[config.mk]
export PLATFORM = sky130hd
export DESIGN_NAME = serial_subtractor
export DESIGN_NICKNAME = d
export VERILOG_FILES = /design/src/rtl/serial_subtractor.sv
export SDC_FILE = /design/constraint.sdc
export NUM_CORES = 1
export LEC_CHECK = 0
export CAP_MARGIN = 20
export CORE_ASPECT_RATIO = 0.9
export CORE_UTILIZATION = 34
export CTS_BUF_LIST = sky130_fd_sc_hd__clkbuf_8
export DETAILED_ROUTE_END_ITERATION = 8
export PLACE_DENSITY = 0.6
export SLEW_MARGIN = 5
export SYNTH_ARGS = -nofsm -noshare
export SYNTH_HDL_FRONTEND = slang
export SYNTH_SLANG_ARGS = --single-unit
[constraint.sdc]
create_clock -name clk -period 1.4 [get_ports clk]
set_input_delay 0.14 -clock clk [delete_from_list [all_inputs] [get_ports clk]]
set_output_delay 0.14 -clock clk [all_outputs]
set_load 0.05 [all_outputs]
[src/rtl/serial_subtractor.sv]
// Bit-serial subtractor: a - b - bin, one bit per clock, LSB first, with valid/ready handshakes.
// Optional signed-overflow output enabled by defining SERIAL_SUB_OVF_EN.
module serial_subtractor #(
  parameter int WIDTH = 8
) (
  input  logic             clk,
  input  logic             rst_n,
  input  logic             in_valid,
  output logic             in_ready,
  input  logic [WIDTH-1:0] a,
  input  logic [WIDTH-1:0] b,
  input  logic             bin,
  output logic             out_valid,
  input  logic             out_ready,
  output logic [WIDTH-1:0] diff,
  output logic             bout,
  output logic             busy
`ifdef SERIAL_SUB_OVF_EN
  ,
  output logic             ovf
`endif
);

  localparam int CNT_W = (WIDTH > 1) ? $clog2(WIDTH) : 1;

  typedef enum logic [1:0] {IDLE, SHIFT, DONE} state_t;

  state_t           state_q, state_d;
  logic [WIDTH-1:0] a_sr_q, a_sr_d, b_sr_q, b_sr_d;
  logic [WIDTH-1:0] res_q, res_d, diff_q, diff_d;
  logic [CNT_W-1:0] cnt_q, cnt_d;
  logic             br_q, br_d, bout_q, bout_d;
  logic             in_ready_q, in_ready_d, out_valid_q, out_valid_d, busy_q, busy_d;
  logic             cell_d, cell_bo, last_bit, accept;
`ifdef SERIAL_SUB_OVF_EN
  logic             a_msb_q, a_msb_d, b_msb_q, b_msb_d, ovf_q, ovf_d;
`endif

  // Single full-subtraction cell; returns {borrow_out, difference}.
  function automatic logic [1:0] fsub(input logic x, input logic y, input logic br);
    logic d, bo;
    d  = x ^ y ^ br;
    bo = (~x & y) | (~(x ^ y) & br);
    return {bo, d};
  endfunction

  assign {cell_bo, cell_d} = fsub(a_sr_q[0], b_sr_q[0], br_q);
  assign last_bit          = (cnt_q == CNT_W'(WIDTH - 1));
  assign accept            = in_valid & in_ready_q;

  always_comb begin
    state_d = state_q;
    a_sr_d  = a_sr_q;
    b_sr_d  = b_sr_q;
    res_d   = res_q;
    diff_d  = diff_q;
    cnt_d   = cnt_q;
    br_d    = br_q;
    bout_d  = bout_q;
`ifdef SERIAL_SUB_OVF_EN
    a_msb_d = a_msb_q;
    b_msb_d = b_msb_q;
    ovf_d   = ovf_q;
`endif
    case (state_q)
      IDLE: begin
        if (accept) begin
          a_sr_d  = a;
          b_sr_d  = b;
          br_d    = bin;
          cnt_d   = '0;
          state_d = SHIFT;
`ifdef SERIAL_SUB_OVF_EN
          a_msb_d = a[WIDTH-1];
          b_msb_d = b[WIDTH-1];
`endif
        end
      end
      SHIFT: begin
        res_d  = {cell_d, {(WIDTH-1){1'b0}}} | (res_q >> 1);
        a_sr_d = a_sr_q >> 1;
        b_sr_d = b_sr_q >> 1;
        br_d   = cell_bo;
        if (last_bit) begin
          // Outputs are captured separately so they stay frozen through the next operation.
          state_d = DONE;
          diff_d  = res_d;
          bout_d  = cell_bo;
`ifdef SERIAL_SUB_OVF_EN
          ovf_d   = (a_msb_q ^ b_msb_q) & (cell_d ^ a_msb_q);
`endif
        end else begin
          cnt_d = cnt_q + CNT_W'(1);
        end
      end
      DONE: begin
        if (out_ready) state_d = IDLE;
      end
      default: state_d = IDLE;
    endcase
    in_ready_d  = (state_d == IDLE);
    out_valid_d = (state_d == DONE);
    busy_d      = (state_d == SHIFT);
  end

  always_ff @(posedge clk) begin
    if (!rst_n) begin
      state_q     <= IDLE;
      cnt_q       <= '0;
      br_q        <= 1'b0;
      in_ready_q  <= 1'b0;
      out_valid_q <= 1'b0;
      busy_q      <= 1'b0;
      diff_q      <= '0;
      bout_q      <= 1'b0;
`ifdef SERIAL_SUB_OVF_EN
      ovf_q       <= 1'b0;
`endif
    end else begin
      state_q     <= state_d;
      cnt_q       <= cnt_d;
      br_q        <= br_d;
      in_ready_q  <= in_ready_d;
      out_valid_q <= out_valid_d;
      busy_q      <= busy_d;
      diff_q      <= diff_d;
      bout_q      <= bout_d;
`ifdef SERIAL_SUB_OVF_EN
      ovf_q       <= ovf_d;
`endif
    end
  end

  always_ff @(posedge clk) begin
    a_sr_q <= a_sr_d;
    b_sr_q <= b_sr_d;
    res_q  <= res_d;
`ifdef SERIAL_SUB_OVF_EN
    a_msb_q <= a_msb_d;
    b_msb_q <= b_msb_d;
`endif
  end

  assign in_ready  = in_ready_q;
  assign out_valid = out_valid_q;
  assign busy      = busy_q;
  assign diff      = diff_q;
  assign bout      = bout_q;
`ifdef SERIAL_SUB_OVF_EN
  assign ovf       = ovf_q;
`endif

endmodule

==> impl_metrics.csv <==
group,metric,value,unit
synthesis,syn_nets,141,
worst_hold_path,hold_class,"reg -> reg",
die,dieArea,0.00499,mm²
synthesis,synth_area,0.00160,mm²
detailed_routing,wl_per_cell,12.4,µm
power_and_ir_drop,power.leakage,0.801,nW
cells_and_area,final_area,0.00218,mm²
detailed_routing,vias,1007,
global_routing,grt_pass1_vias,981,
cells_and_area,multi_input_area,531,µm²
cells_and_area,fin_nets,185,
detailed_routing,drc,0,
timing,fin_ws,-0.0200,ns
global_routing,grt_pass1_wl,4550,µm
critical_path,critPathCaptureType,"register",
clocking,path_clk_slew,0.09,ns
cells_and_area,stdcell_count,224,
synthesis,ys_seq_area_share,65.7,%
clocking,postCtsSetupRepairBufs,0,
synthesis,yosysTopAreaCellShare,43.2,%
placed_design,dp_cells,216,
placed_design,hpwl,1960,µm
synthesis,synthCells,117,
timing,max_freq,0.704,GHz
global_routing,gr-total-overflow,0,
clocking,h-tree-depth,2,
global_routing,antenna_found_initial,0,
timing,fin_crit,1.42,ns
placed_design,portBuffers,32,
critical_path,r2r_cells,4,
critical_path,regToRegSetupSlack,-0.02,ns
timing,rsz0062_at_grt,"yes",
cells_and_area,antenna_cells,0,
clocking,clk_latency,0.30,ns
job,maxCapViolCount,0,
timing,worst_hold_slack,0.458,ns
placed_design,gp_congestion,0.717,
critical_path,r2r_start,"a_sr_q[0]",
synthesis,ys_types,25,
cells_and_area,drive_gt1_share,27.2,%
worst_hold_path,holdPathStages,0,
synthesis,synth_seq_cells,41,
timing,slew_headroom,69.5,%
clocking,cts.sinks,41,
die,row_count,23,
clocking,clk_path_buf_depth,2,
run_status,failed_checks,"negative setup slack",
timing,hold_violations,0,
worst_hold_path,min_delay_worst_endpoint,"res_q[4]",
timing,timing.setup.tns,-0.0200,ns
synthesis,ys.warnings.count,0,
clocking,numCtsBuffers,5,
detailed_routing,vias_per_cell,4.50,
cells_and_area,seq_area,0.00105,mm²
critical_path,cp_data_arrival_time,1.61,ns
die,io_pins,33,
detailed_routing,ant_nets,0,
timing,worstMarginPinSlew,0.457,ns
synthesis,avgSynthCellArea,13.7,µm²
detailed_routing,wl,2770,µm
timing,setup_viol_count_final,1,
die,die_h,67.1,µm
clocking,root_buffer,"clkbuf_8",
detailed_routing,firstDrtPassIters,4,
run_status,status,"finished with violations",
global_routing,grt_max_degree,18,
critical_path,cp-start-kind,"register",
power_and_ir_drop,powerDensity,1210,mW/mm²
cells_and_area,syn2layout_area_growth,36.4,%
timing,drv_slew,0,
synthesis,yosysTopAreaCell,"edfxtp_1",
timing,period_share,101,%
detailed_routing,drtIter0Drc,93,
power_and_ir_drop,total_power,2.63,mW
clocking,cts_tree,"built",
critical_path,worstSetupPathType,"reg -> reg",
die,core,0.00449,mm²
synthesis,ys_top_cells_by_area,"edfxtp_1, dfxtp_1, mux2_1",
worst_hold_path,hp-start,"res_q[5]",
placed_design,placed_cell_area,0.00204,mm²
power_and_ir_drop,ir_drop,639,µV
timing,finClkSkew,0.00653,ns
global_routing,grtUsageTotal,12.9,%
critical_path,r2r_end,"br_q",
die,initial_core_util,35.6,%
cells_and_area,num-fill-cells,423,
critical_path,crit_required,1.59,ns
die,die_w,74.3,µm
critical_path,cp_max_fo,2,
## metrics by stage
stage | worst slack [ns] | utilization, %
after global placement | -0.111 | 45.4
after global routing | -0.0666 | 48.6
final | -0.0200 | 48.6
after detailed placement | -0.161 | 45.4
after floorplan | 0.000341 | -
after CTS | -0.0191 | 48.2
## where the power goes
group          internal, mW  switching [mW]  total (mW)
registers              1.36          0.0292        1.39
logic                 0.142           0.125       0.267
clock network         0.535           0.437       0.972
## layout make-up
class / count / share of cell area (%)
sequential: 41 / 48.3
multi-input combinational: 68 / 24.3
timing repair buffer: 42 / 18.1
tap: 62 / 3.56
clock buffer: 5 / 3.15
clock inverter: 3 / 2.06
inverter: 3 / 0.516
## kinds of logic after synthesis
family	after synthesis	share of synthesized area, %
AO/OA/AOI/OAI	17	7.04
adder cells (fa/ha/maj)	3	2.81
buffers and inverters	8	3.28
flip-flops	41	65.7
multiplexers	15	10.6
AND/OR/NAND/NOR	33	10.6
## worst max path at each step
stage,to,slack (ns),start
6_report,br_q,-0.02,a_sr_q[0]
4_1_cts,br_q,-0.02,a_sr_q[0]
3_5_place_dp,a_sr_q[7],-0.16,in_valid
5_1_grt,br_q,-0.07,a_sr_q[0]
2_1_floorplan,br_q,0.0003,a_sr_q[0]
3_3_place_gp,a_sr_q[7],-0.11,in_valid
## repair_timing
item / 4_1_cts / 5_1_grt
gates resized for setup: 4 / 5
hold endpoints to repair: 0 / 0
endpoints found under the setup margin: 6 / 28
hold buffers: 0 / 0
## cell usage after synthesis
cell      count
a32oi_1       1
and3b_1       1
a211oi_1      1
nand3b_1      1
ha_1          2
inv_1         3
clkbuf_1      1
buf_6         2
a21oi_1      10
a31o_1        1
o311a_1       1
dfxtp_1      18
nor2_1        9
edfxtp_1     23
a32o_1        2
and3_1        1
fa_1          1
nor2b_1       2
buf_4         2
o21bai_1      1
nor2b_4       1
nor3b_2       1
nor4b_2       1
mux2_1       15
nand2_1      16
## critical path, stage by stage (launching register included)
cell	delay, ns
edfxtp_1	0.35
inv_2	0.04
fa_2	0.38
mux2_4	0.27
o311a_1	0.28
## layer usage
layer / vias up / global-route usage (%) / wire, µm / part of all wire, %
li1: 507 / - / - / -
met1: 457 / 16.1 / 1300 / 47
met2: 36 / 19.2 / 1190 / 43
met3: 7 / 4.84 / 217 / 7.8
met4: 0 / 7.08 / 61 / 2.2
met5: - / 0 / 0 / 0
## cell usage in the layout (no fill, tap or decap), drive strengths merged
master         count
edfxtp            23
clkbuf             5
nor3b              1
a32oi              1
inv                4
clkinv             1
nor2b              3
nand3b             1
a21oi             10
nor2               9
bufinv             1
a31o               1
a211oi             1
dfxtp             18
o311a              1
ha                 2
and3               1
fa                 1
nand2             16
o21bai             1
and3b              1
mux2              15
buf               22
clkdlybuf4s50     20
nor4b              1
a32o               2
## sequential cells by signal, summed over array words and instances, names as in the netlist
register	count
a_sr_q	8
b_sr_q	8
diff	8
res_q	7
cnt_q	3
state_q	2
bout	1
br_q	1
busy	1
in_ready	1
out_valid	1
Power figures use the tool's default switching activity.
